<file path="src/rtl/uart_rx_byte.sv">
`default_nettype none
// ============================================================================
//  Module   : uart_rx_byte
//  Brief    : 8N1 UART receiver with 2-flop input synchronizer, clocks-per-bit
//             divider and 3-sample mid-bit majority vote. Delivers a parallel
//             byte with a one-cycle strobe, plus framing-error and busy flags.
//  Revision : 1.0  initial release
// ============================================================================
module uart_rx_byte #(
  parameter int BAUD_DIV = 434,  // clk cycles per serial bit (8..65535)
  parameter int CNT_W    = 16    // width of the bit-period counter
) (
  input  logic       clk,
  input  logic       rst_n,
  input  logic       rx,
  output logic [7:0] rout,
  output logic       rout_en,
  output logic       frame_err,
  output logic       rx_busy
);

  // Mid-bit sample points: two captures, then the vote one cycle later.
  localparam int               c_HALF     = BAUD_DIV / 2;
  localparam logic [CNT_W-1:0] c_CNT_LAST = CNT_W'(BAUD_DIV - 1);
  localparam logic [CNT_W-1:0] c_CNT_S0   = CNT_W'(c_HALF - 1);
  localparam logic [CNT_W-1:0] c_CNT_S1   = CNT_W'(c_HALF);
  localparam logic [CNT_W-1:0] c_CNT_VOTE = CNT_W'(c_HALF + 1);

  typedef enum logic [2:0] {
    S_WAITHI = 3'd0,
    S_IDLE   = 3'd1,
    S_START  = 3'd2,
    S_DATA   = 3'd3,
    S_STOP   = 3'd4
  } state_t;

  state_t           r_state;
  logic             r_sync1;
  logic             r_rxs;
  logic [1:0]       r_prime;
  logic [CNT_W-1:0] r_cnt;
  logic [2:0]       r_bit_idx;
  logic             r_s0;
  logic             r_s1;
  logic [7:0]       r_shreg;

  logic             w_vote;
  logic             w_at_vote;
  logic             w_at_last;

  // Majority of the two early captures and the live synchronized sample.
  assign w_vote    = (r_s0 & r_s1) | (r_s0 & r_rxs) | (r_s1 & r_rxs);
  assign w_at_vote = (r_cnt == c_CNT_VOTE);
  assign w_at_last = (r_cnt == c_CNT_LAST);

  // Two-flop synchronizer for the asynchronous serial pin; idles high.
  always_ff @(posedge clk or negedge rst_n) begin
    if (!rst_n) begin
      r_sync1 <= 1'b1;
      r_rxs   <= 1'b1;
    end else begin
      r_sync1 <= rx;
      r_rxs   <= r_sync1;
    end
  end

  // Marks when r_rxs holds a real pin sample rather than its reset value,
  // so a line still held low after reset is not mistaken for idle.
  always_ff @(posedge clk or negedge rst_n) begin
    if (!rst_n) begin
      r_prime <= 2'b00;
    end else begin
      r_prime <= {r_prime[0], 1'b1};
    end
  end

  // Capture the two early mid-bit samples feeding the majority vote.
  always_ff @(posedge clk or negedge rst_n) begin
    if (!rst_n) begin
      r_s0 <= 1'b1;
      r_s1 <= 1'b1;
    end else begin
      if (r_cnt == c_CNT_S0) r_s0 <= r_rxs;
      if (r_cnt == c_CNT_S1) r_s1 <= r_rxs;
    end
  end

  // Receive state machine with registered byte, strobes and busy flag.
  always_ff @(posedge clk or negedge rst_n) begin
    if (!rst_n) begin
      r_state   <= S_WAITHI;
      r_cnt     <= '0;
      r_bit_idx <= 3'd0;
      r_shreg   <= 8'h00;
      rout      <= 8'h00;
      rout_en   <= 1'b0;
      frame_err <= 1'b0;
      rx_busy   <= 1'b1;
    end else begin
      rout_en   <= 1'b0;
      frame_err <= 1'b0;
      case (r_state)
        S_WAITHI: begin
          if (r_prime[1] && r_rxs) begin
            r_state <= S_IDLE;
            rx_busy <= 1'b0;
          end
        end
        S_IDLE: begin
          if (!r_rxs) begin
            r_state <= S_START;
            r_cnt   <= '0;
            rx_busy <= 1'b1;
          end
        end
        S_START: begin
          if (w_at_vote && w_vote) begin
            // Start bit did not hold low to mid-bit: treat as line noise.
            r_state <= S_IDLE;
            rx_busy <= 1'b0;
          end else if (w_at_last) begin
            r_cnt     <= '0;
            r_bit_idx <= 3'd0;
            r_state   <= S_DATA;
          end else begin
            r_cnt <= r_cnt + CNT_W'(1);
          end
        end
        S_DATA: begin
          if (w_at_vote) begin
            r_shreg <= {w_vote, r_shreg[7:1]};
          end
          if (w_at_last) begin
            r_cnt <= '0;
            if (r_bit_idx == 3'd7) begin
              r_state <= S_STOP;
            end else begin
              r_bit_idx <= r_bit_idx + 3'd1;
            end
          end else begin
            r_cnt <= r_cnt + CNT_W'(1);
          end
        end
        S_STOP: begin
          if (w_at_vote) begin
            if (w_vote) begin
              // Return at mid-stop-bit to tolerate back-to-back frames.
              rout    <= r_shreg;
              rout_en <= 1'b1;
              r_state <= S_IDLE;
              rx_busy <= 1'b0;
            end else begin
              // Stop bit low: break or misframe, wait for line to go high.
              frame_err <= 1'b1;
              r_state   <= S_WAITHI;
            end
          end else begin
            r_cnt <= r_cnt + CNT_W'(1);
          end
        end
        default: begin
          r_state <= S_WAITHI;
          rx_busy <= 1'b1;
        end
      endcase
    end
  end

endmodule
`default_nettype wire

</file>
<file path="config.mk">
export PLATFORM = sky130hd
export DESIGN_NAME = uart_rx_byte
export DESIGN_NICKNAME = d
export VERILOG_FILES = /design/src/rtl/uart_rx_byte.sv
export SDC_FILE = /design/constraint.sdc
export NUM_CORES = 1
export LEC_CHECK = 0
export CORE_AREA = 2 2 99 77
export CTS_CLUSTER_SIZE = 10
export DETAILED_ROUTE_END_ITERATION = 12
export DIE_AREA = 0 0 101 79
export PLACE_DENSITY_LB_ADDON = 0.05
export SYNTH_ARGS = -nofsm -noshare
export SYNTH_HDL_FRONTEND = slang
export SYNTH_SLANG_ARGS = --single-unit
</file>
<file path="constraint.sdc">
create_clock -name clk -period 2.53 [get_ports clk]
set_input_delay 0.506 -clock clk [delete_from_list [all_inputs] [get_ports clk]]
set_output_delay 0.506 -clock clk [all_outputs]
set_load 0.1 [all_outputs]
</file>
; ---- After elaboration in Yosys (flattened, before gate mapping)
; Index checks and enable logic that the tools add are counted.
[classes]
n_mux = 31
bitwise = 6
addsub = 2
eq_ne = 21
n_reduce_logical = 11
[op_table]
columns = operator, count
row1 = $mux W16, 4
row2 = $pmux W16 S4, 1
row3 = $eq A16 B8 Y1 const B, 3
row4 = $mux W3, 11
row5 = $ne A2 B2 Y1 const B, 11
row6 = $add A16 B1 Y16 const B, 1
row7 = $eq A16 B9 Y1 const B, 1
row8 = $pmux W3 S5, 1
row9 = $mux W1, 12
row10 = $reduce_and A6 Y1, 2
row11 = $eq A3 B2 Y1 const B, 2
row12 = $eq A3 B3 Y1 const B, 2
row13 = $pmux W3 S2, 1
row14 = $pmux W1 S5, 1
row15 = $reduce_and A5 Y1, 1
row16 = $reduce_and A4 Y1, 1
row17 = $reduce_bool A4 Y1, 1
row18 = $add A3 B1 Y3 const B, 1
row19 = $and A1 B1 Y1, 3
row20 = $eq A3 B1 Y1 const B, 1
row21 = $logic_not A3 Y1, 1
row22 = $ne A3 B3 Y1 const B, 1
row23 = $reduce_and A3 Y1, 1
row24 = $logic_and A1 B1 Y1, 2
row25 = 4 further kinds, 5
[totals]
ff_bits = 47
inputBits = 3
elab_cells = 84
output_inout_bits = 11

; ---- Depth between registers and ports, before layout
; Gate-level depths: netlist (run 1).
[depth]
word_depth = 6
ltp_mapped = 8
ltp_nobuf = 7

; ---- Worst setup path before layout (run 1)
; Ideal clock, no wire load.
[synth_timing]
path_type = reg2reg
from = register r_cnt[0]
to = register r_cnt[11]
t_arrival_ns = 1.804
path_slack_ns = 0.605
path_buffers = 1
setup_time_ns = 0.121
t_required_ns = 2.409
path_stages_with_launch = 9
period_less_slack_ns = 1.925
path_cell_list = dfrtp_1 -> inv_1 -> ha_1 -> and3_1 -> and4_1 -> a21oi_1 -> buf_2 -> o22ai_1 -> a22o_1
[synth_between]
elab_chain_len = 4
word_cells_on_any_way = 11
classes_between = 1 x add/sub / 4 x eq/ne / 4 x mux / 2 x reduce/logical
[synth_rtl]
columns = element, line_no
row1 = "start, declared", 41  ; logic [CNT_W-1:0] r_cnt;
row2 = "start signal, assigned", 126  ; r_cnt <= r_cnt + CNT_W'(1);
row3 = "start signal, assigned", 141  ; r_cnt <= r_cnt + CNT_W'(1);
row4 = "start signal, assigned", 158  ; r_cnt <= r_cnt + CNT_W'(1);
row5 = "$add A16 B1 Y16, or another cell as far along", "126, 141, 158"
row6 = $mux W16 or $logic_and A1 B1 Y1 (tied branches), "121, 133, 117"
row7 = $mux W16 or $ne A2 B2 Y1 (tied branches), --
row8 = $pmux W16 S4 or $reduce_and A4 Y1 (tied branches), --
; Parallel ways exist; a longest one is shown, timed or not. The select of a mux whose other input is x is not followed.
; A chain may end at the register's enable or synchronous reset.

; ---- Worst setup path after layout (run 1)
[layout_timing]
from = register r_cnt[12]
to = register rout[2]
[layout_between]
elab_chain_len = 2
[layout_rtl]
columns = element, line_no
row1 = $eq A16 B8 Y1, 53  ; assign w_at_vote = (r_cnt == c_CNT_VOTE);
row2 = $reduce_and A3 Y1 (no line), --
row3 = "end signal, assigned", 148  ; rout <= r_shreg;
row4 = "end, declared", 16  ; output logic [7:0] rout,
; Every way passes these cells.

==> results.md, run 1 <==
* Outcome: complete, no violations
* Mapped cell area at 0.00239 sq mm
* Area grow syn2layout at 15.7%
* Post-route cell area at roughly 0.0028 sq mm
* Power per cell area at 797 mW/mm^2
* DR vias/cell at 5.34
* Detailed-placement wirelength estimate at 3760 um
* Starting Density at 33.7%
* CP arrival at 2320 ps
* Gr usage total at approximately 14%
* 1st-pass router iterations at 4
* Post-synthesis average cell area at 10.8 sq um
* Fmax at around 470 MHz
* CTS tree: yes
* Layout cell share with drive strength beyond 1 at between 20% and 30%
* Final hold violations at 0
* Vias at 1768
* Post-cts sizing count at 0
* CTS sink count at 47
* Critical path endpoint category: register
* Min Tclk post-route at between 2000 and 2500 ps
* Mapped Cells at 221
* Hold_buf cts at 0
* Pin count of the biggest net entering global routing at 18
* Tcrit/Tclk final at ~85%
* Max Clock Skew at 4.34 ps
* Post-CTS Setup Bufs at 0
* Worst vdd ir at 0.432 mV
* Post-synth EDFFs at 0
* Drt first-iter violations at 73
* Hold Crit Class: in -> async
* CTS max path bufs at 2
* DRC at 0
* Yosys reg bits at 47
* Post-DR wirelength/cell at 15.8 um
* Skew-Pair Late Insertion Delay at 290 ps
* GRT overflow at 0
* Post-synthesis net count at 230
* Placed Instance Area at approximately 0.0026 sq mm
* Max-Cap Viols at 0
* Filler cells at 728
* Max Slew Vio Count at 0
* TritonCTS Buffers at 5
* Synth unique cells at 46
* Root Driver: clkbuf_8
* Number of routed nets with antenna violations at 0
* GPL Wtd Cong at ~0.80
* CORE AREA at 0.00709 sq mm
* Synth warnings at 0
* Diode count at 0
* Die H at a little under 80 um
* Die area at about 0.008 sq mm
* Row cnt at 27
* Post-layout util at 39.0%
* WHS at about 93 ps
* Asr flop ratio synth at 100%
* Top_reg_cell synth: dfrtp_1
* Global-route wire length before repair at 8690 um
* Vias in the first global route at 1659
* Final wirelength at 5220 um
* RSZ-0062 raised after global routing: no
* Final setup violation count at 0
* Die W at roughly 100 um
* CP Data Required Time at 2710 ps
* Final setup TNS at 0 ps
* H-tree depth at 2
* CTS clk-pin slew, worst paths at 90 ps
* Startpoint Class: register
* Buffers on Ports at 13
* I/O pin total at 14
* Max FO, Critical Path at 9
* Register area share after synthesis at 49.4%
* Initial antenna violation count at 0
* Layout net count at 252
* Leakage at 1.35 nW
* WS Path Type: reg -> reg
-- cell type report --
cell class	count	area (sq um)	share of cell area, %
flip-flops and latches	47	1180	42.7
multi-input cells	160	1150	41.5
repair buffers	23	173	6.24
well taps	87	109	3.93
clock buffers	6	72.6	2.62
clock inverters	2	60.1	2.17
inverters	6	22.5	0.813
-- cell usage after synthesis (4+ instances only) --
cell	number	area, sq um
inv_1	5	18.8
nand2_1	15	56.3
nand3_1	11	55.1
nor2_1	7	26.3
dfrtp_1	42	1050
ha_1	6	75.1
a21o_1	7	52.6
dfstp_2	5	131
nand4_1	4	25.0
o21ai_0	9	45.0
mux2_1	8	90.1
clkbuf_1	4	15.0
mux2_2	10	113
a21oi_1	7	35.0
o22ai_1	10	62.6
and3_1	6	37.5
a22o_1	9	78.8
and4_1	4	35.0
nor3_1	12	60.1
-- per-layer routing --
| metal | GRT usage, % | routed length, um | vias up | share of wire (%) |
|---|---|---|---|---|
| met5 | 0 | 0 | - | 0 |
| met2 | 18.7 | 2130 | 20 | 41 |
| met1 | 22.3 | 2940 | 870 | 56 |
| li1 | - | - | 876 | - |
| met4 | 2.84 | 18 | 0 | 0.34 |
| met3 | 3.17 | 133 | 2 | 2.5 |
-- critical path, stage by stage (launching register included) --
cell     delay, ps
dfrtp_1        460
nor4_4         430
nand4_2        220
or3_1          550
mux2_1         370
-- stage by stage --
step	power, mW	setup slack (ps)	std cells
final	2.21	392	331
after global routing	2.36	232	331
after CTS	2.25	379	331
after detailed placement	1.59	398	323
after global placement	1.59	405	323
after floorplan	1.36	605	221
-- report_power, final --
part | internal [mW] | switching [mW] | total, mW | leakage (nW)
sequential | 0.805 | 0.0642 | 0.870 | 0.628
clock | 0.395 | 0.250 | 0.645 | 0.0654
combinational | 0.262 | 0.430 | 0.692 | 0.657
total | 1.46 | 0.744 | 2.21 | 1.35
-- kinds of logic after synthesis --
logic type | Yosys count | synth area share (%)
buf+inv | 14 | 2.51
flops | 47 | 49.4
compound gates | 54 | 15.4
other cells | 1 | 0.157
mux | 21 | 9.73
fa+ha+maj | 6 | 3.14
simple gates | 78 | 19.6
-- path summary, 6_finish.rpt --
check	slack (ps)	depth (start not counted)	from	to
min in group clk	350	0	r_prime[0]	r_prime[1]
max in group asynchronous	1810	2	rst_n	rx_busy
setup reg to reg	390	4	r_cnt[12]	rout[2]
setup / recovery	390	4	r_cnt[12]	rout[2]
hold / removal	90	1	rst_n	r_cnt[13]
hold reg to reg	350	0	r_prime[0]	r_prime[1]
-- state kept, by name (all words and copies together) (netlist names) --
register and flops:
r_rxs 1, r_state 3, r_s1 1, rout 8
rout_en 1, r_bit_idx 3, r_shreg 8, rx_busy 1
r_sync1 1, r_prime 2, r_cnt 16, r_s0 1
frame_err 1
-- placed cells by master (no fill, tap or decap), types with 2 or more instances in the layout --
master,Yosys,final
nor4_1,2,2
a22o_1,9,9
and3_1,6,6
buf_4,1,21
and4_1,4,4
nor3_1,12,12
ha_1,6,6
o21ai_1,2,2
o2bb2ai_1,3,3
dfstp_2,5,5
or3_1,3,3
a21o_1,7,7
nand3_1,11,11
nand4_1,4,4
bufinv_16,0,2
a21oi_1,7,7
nor2_1,7,7
clkbuf_8,0,5
nand2_1,15,15
mux2_2,10,10
dfrtp_1,42,42
nor4_4,2,2
nand2b_1,2,2
mux2_1,8,8
mux2i_1,3,3
o21ai_0,9,9
inv_1,5,5
nand3b_1,2,2
o22ai_1,10,10
No activity file was read; power rests on OpenSTA's default activity.
==> run 2: changes to the inputs <==
- clock period: 2.53 -> 1.9 ns (I/O delays scaled with it)
==> run 2 against run 1 <==
Utilization is 5.8 points higher. Worst hold slack got worse by 89 ps. Non-clock buffer count increased by 32. Total power up 52%. Sequential share of layout area fell by 5.5 points. Final area up 15%. Critical path type unchanged.
==> results.md, run 2 (synthesis gave the netlist of run 1 again) <==
* Die area at 0.00798 sq mm (unchanged)
* RSZ-0062 raised after global routing: yes
* Die H at 79 um (unchanged)
* Hold Crit Class: in -> async
* Max Clock Skew at 7.30 ps (+2.95 ps)
* Layout cell share with drive strength beyond 1 at 35.5% (+15 points)
* Starting Density at 33.7% (unchanged)
* Worst vdd ir at 0.832 mV (+93%)
* Buffers on Ports at 13 (unchanged)
* Skew-Pair Late Insertion Delay at 300 ps (about the same)
* Die W at 101 um (unchanged)
* Psw at 1.12 mW (+51%)
* WHS at 4.27 ps (-89.0 ps)
* CORE AREA at 0.00709 sq mm (unchanged)
* TritonCTS Buffers at 5 (unchanged)
* Max FFs per register at 16 (unchanged)
* Outcome: complete, no violations
* DRC at 0 (unchanged)
* H-tree depth at 2 (unchanged)
* Max Slew Vio Count at 0 (unchanged)
* Final wirelength at 5630 um (+7.8%)
* Power per cell area at 1050 mW/mm^2 (+32%)
* Gr usage total at 15.2% (+1.3 points)
* CP arrival at 2070 ps (-250 ps)
* Root Driver: clkbuf_8
* CTS tree: yes
* Final Non-Filler Cells at 363 (+9.7%)
* CTS sink count at 47 (unchanged)
* Area grow syn2layout at 33.0%
* Global-route wire length before repair at 9490 um (+9.2%)
* Sequential Power Share at 33.6% (-5.8 points)
* Fmax at 529 MHz (+13%)
* CTS max path bufs at 2 (unchanged)
* Final setup violation count at 0 (unchanged)
* Hold_buf cts at 0 (unchanged)
* I/O pin total at 14 (unchanged)
* Critical path endpoint category: register
* Number of routed nets with antenna violations at 0 (unchanged)
* Slowest stage delay, CP at 430 ps (-120 ps)
* Diode count at 0 (unchanged)
* Critical path depth at 5 (+1)
* R2r setup slk at 10 ps (-380 ps)
* CTS clk-pin slew, worst paths at 90 ps (about the same)
* Worst r2r src: r_cnt[9]
* Int Pwr at 2.23 mW (+52%)
* Switching share of total power at 33.5% (-0.22 points)
* Vias at 1904 (+7.7%)
* Biggest register: r_cnt
* Drt first-iter violations at 94 (+29%)
* Vias in the first global route at 1827 (+10%)
* CP max stage cell: dfrtp_1
* WS Path Type: reg -> reg
* Initial antenna violation count at 0 (unchanged)
* GRT overflow at 0 (unchanged)
* Most frequent cells in the layout: 42 x buf_4, 42 x dfrtp_1, 15 x nand2_1
* DP Worst Slack at -73.5 ps (-472 ps)
* Tcrit/Tclk final at 99.4% (+15 points)
* Max FO, Critical Path at 9 (unchanged)
* CP Data Required Time at 2080 ps (-630 ps)
* Startpoint Class: register
* R2r worst-path depth at 5 (+1)
* Reg-to-Reg End: rout[3]
* Final hold violations at 0 (unchanged)
* Critical-path cell list: nor4_4 > buf_4 > nand4_2 > or3_4 > mux2_1
* Largest regs: r_cnt: 16 flops, r_shreg: 8 flops, rout: 8 flops
* Max-Cap Viols at 0 (unchanged)
* DR vias/cell at 5.25 (-1.8%)
* Clock Power Share at 25.8% (-3.4 points)
* Pin count of the biggest net entering global routing at 33 (+15)
* Comb pwr share at 40.6% (+9.2 points)
* Final WS setup at 10.5 ps (-381 ps)
* Worst Path Buf+Inv at 1 (+1)
* Worst path top cell family by delay: simple AND/OR/NAND/NOR gates
* Row cnt at 27 (unchanged)
* GPL Wtd Cong at 0.798 (-0.39%)
* 1st-pass router iterations at 4 (unchanged)
* Layout net count at 284 (+13%)
* Min Tclk post-route at 1890 ps (-249 ps)
* Placed Cells at 350 (+8.4%)
* Leakage at 1.55 nW (+15%)
* Detailed-placement wirelength estimate at 3940 um (+4.7%)
* Post-DR wirelength/cell at 15.5 um (-1.7%)
run 2: how the worst max path moves through the flow:
stage | from | to
final | r_cnt[9] | rout[3]
after global routing | r_cnt[9] | rout[7]
after CTS | r_cnt[9] | rout[3]
after detailed placement | r_cnt[11] | rout[7]
after global placement | r_cnt[11] | rout[7]
after floorplan | r_cnt[0] | r_cnt[11]
run 2: repair_timing:
action / in CTS / in global routing
pin swaps: 2 / 12
gates cloned: 0 / 1
setup endpoints to repair: 22 / 35
endpoints found under the hold margin: 0 / 0
resized for setup: 5 / 24
buffers inserted: 0 / 5
run 2: area by class of cell:
cell class | count | area [sq um]
clock buffers | 6 | 72.6
clock inverters | 2 | 60.1
fillers | 681 | 3910
inverters | 6 | 22.5
multi-input cells | 160 | 1230
flip-flops and latches | 47 | 1180
well taps | 87 | 109
repair buffers | 55 | 507
run 2: power by group through the flow:
stage               clock [mW]  combinational (mW)  sequential (mW)
detailed placement           0                1.23             1.15
CTS                      0.900                1.25             1.13
global route             0.927                1.49             1.14
floorplan                    0               0.605             1.21
global placement             0                1.24             1.14
finish                   0.864                1.36             1.13
run 2: stage by stage:
stage	total power [mW]	TNS (ps)	util, %	instance area, sq um
after detailed placement	2.37	-548	41.1	2910
after CTS	3.28	-339	43.2	3070
final	3.35	0	44.9	3180
after global placement	2.38	-283	41.1	2910
after global routing	3.55	-586	44.9	3180
after floorplan	1.82	0	-	2390
run 2: per-layer routing:
layer / track usage, % / vias up / wire length [um]
li1: - / 939 / -
met1: 24.5 / 941 / 3160
met2: 20.5 / 20 / 2270
met3: 2.73 / 4 / 164
met4: 3.65 / 0 / 34
met5: 0 / - / 0
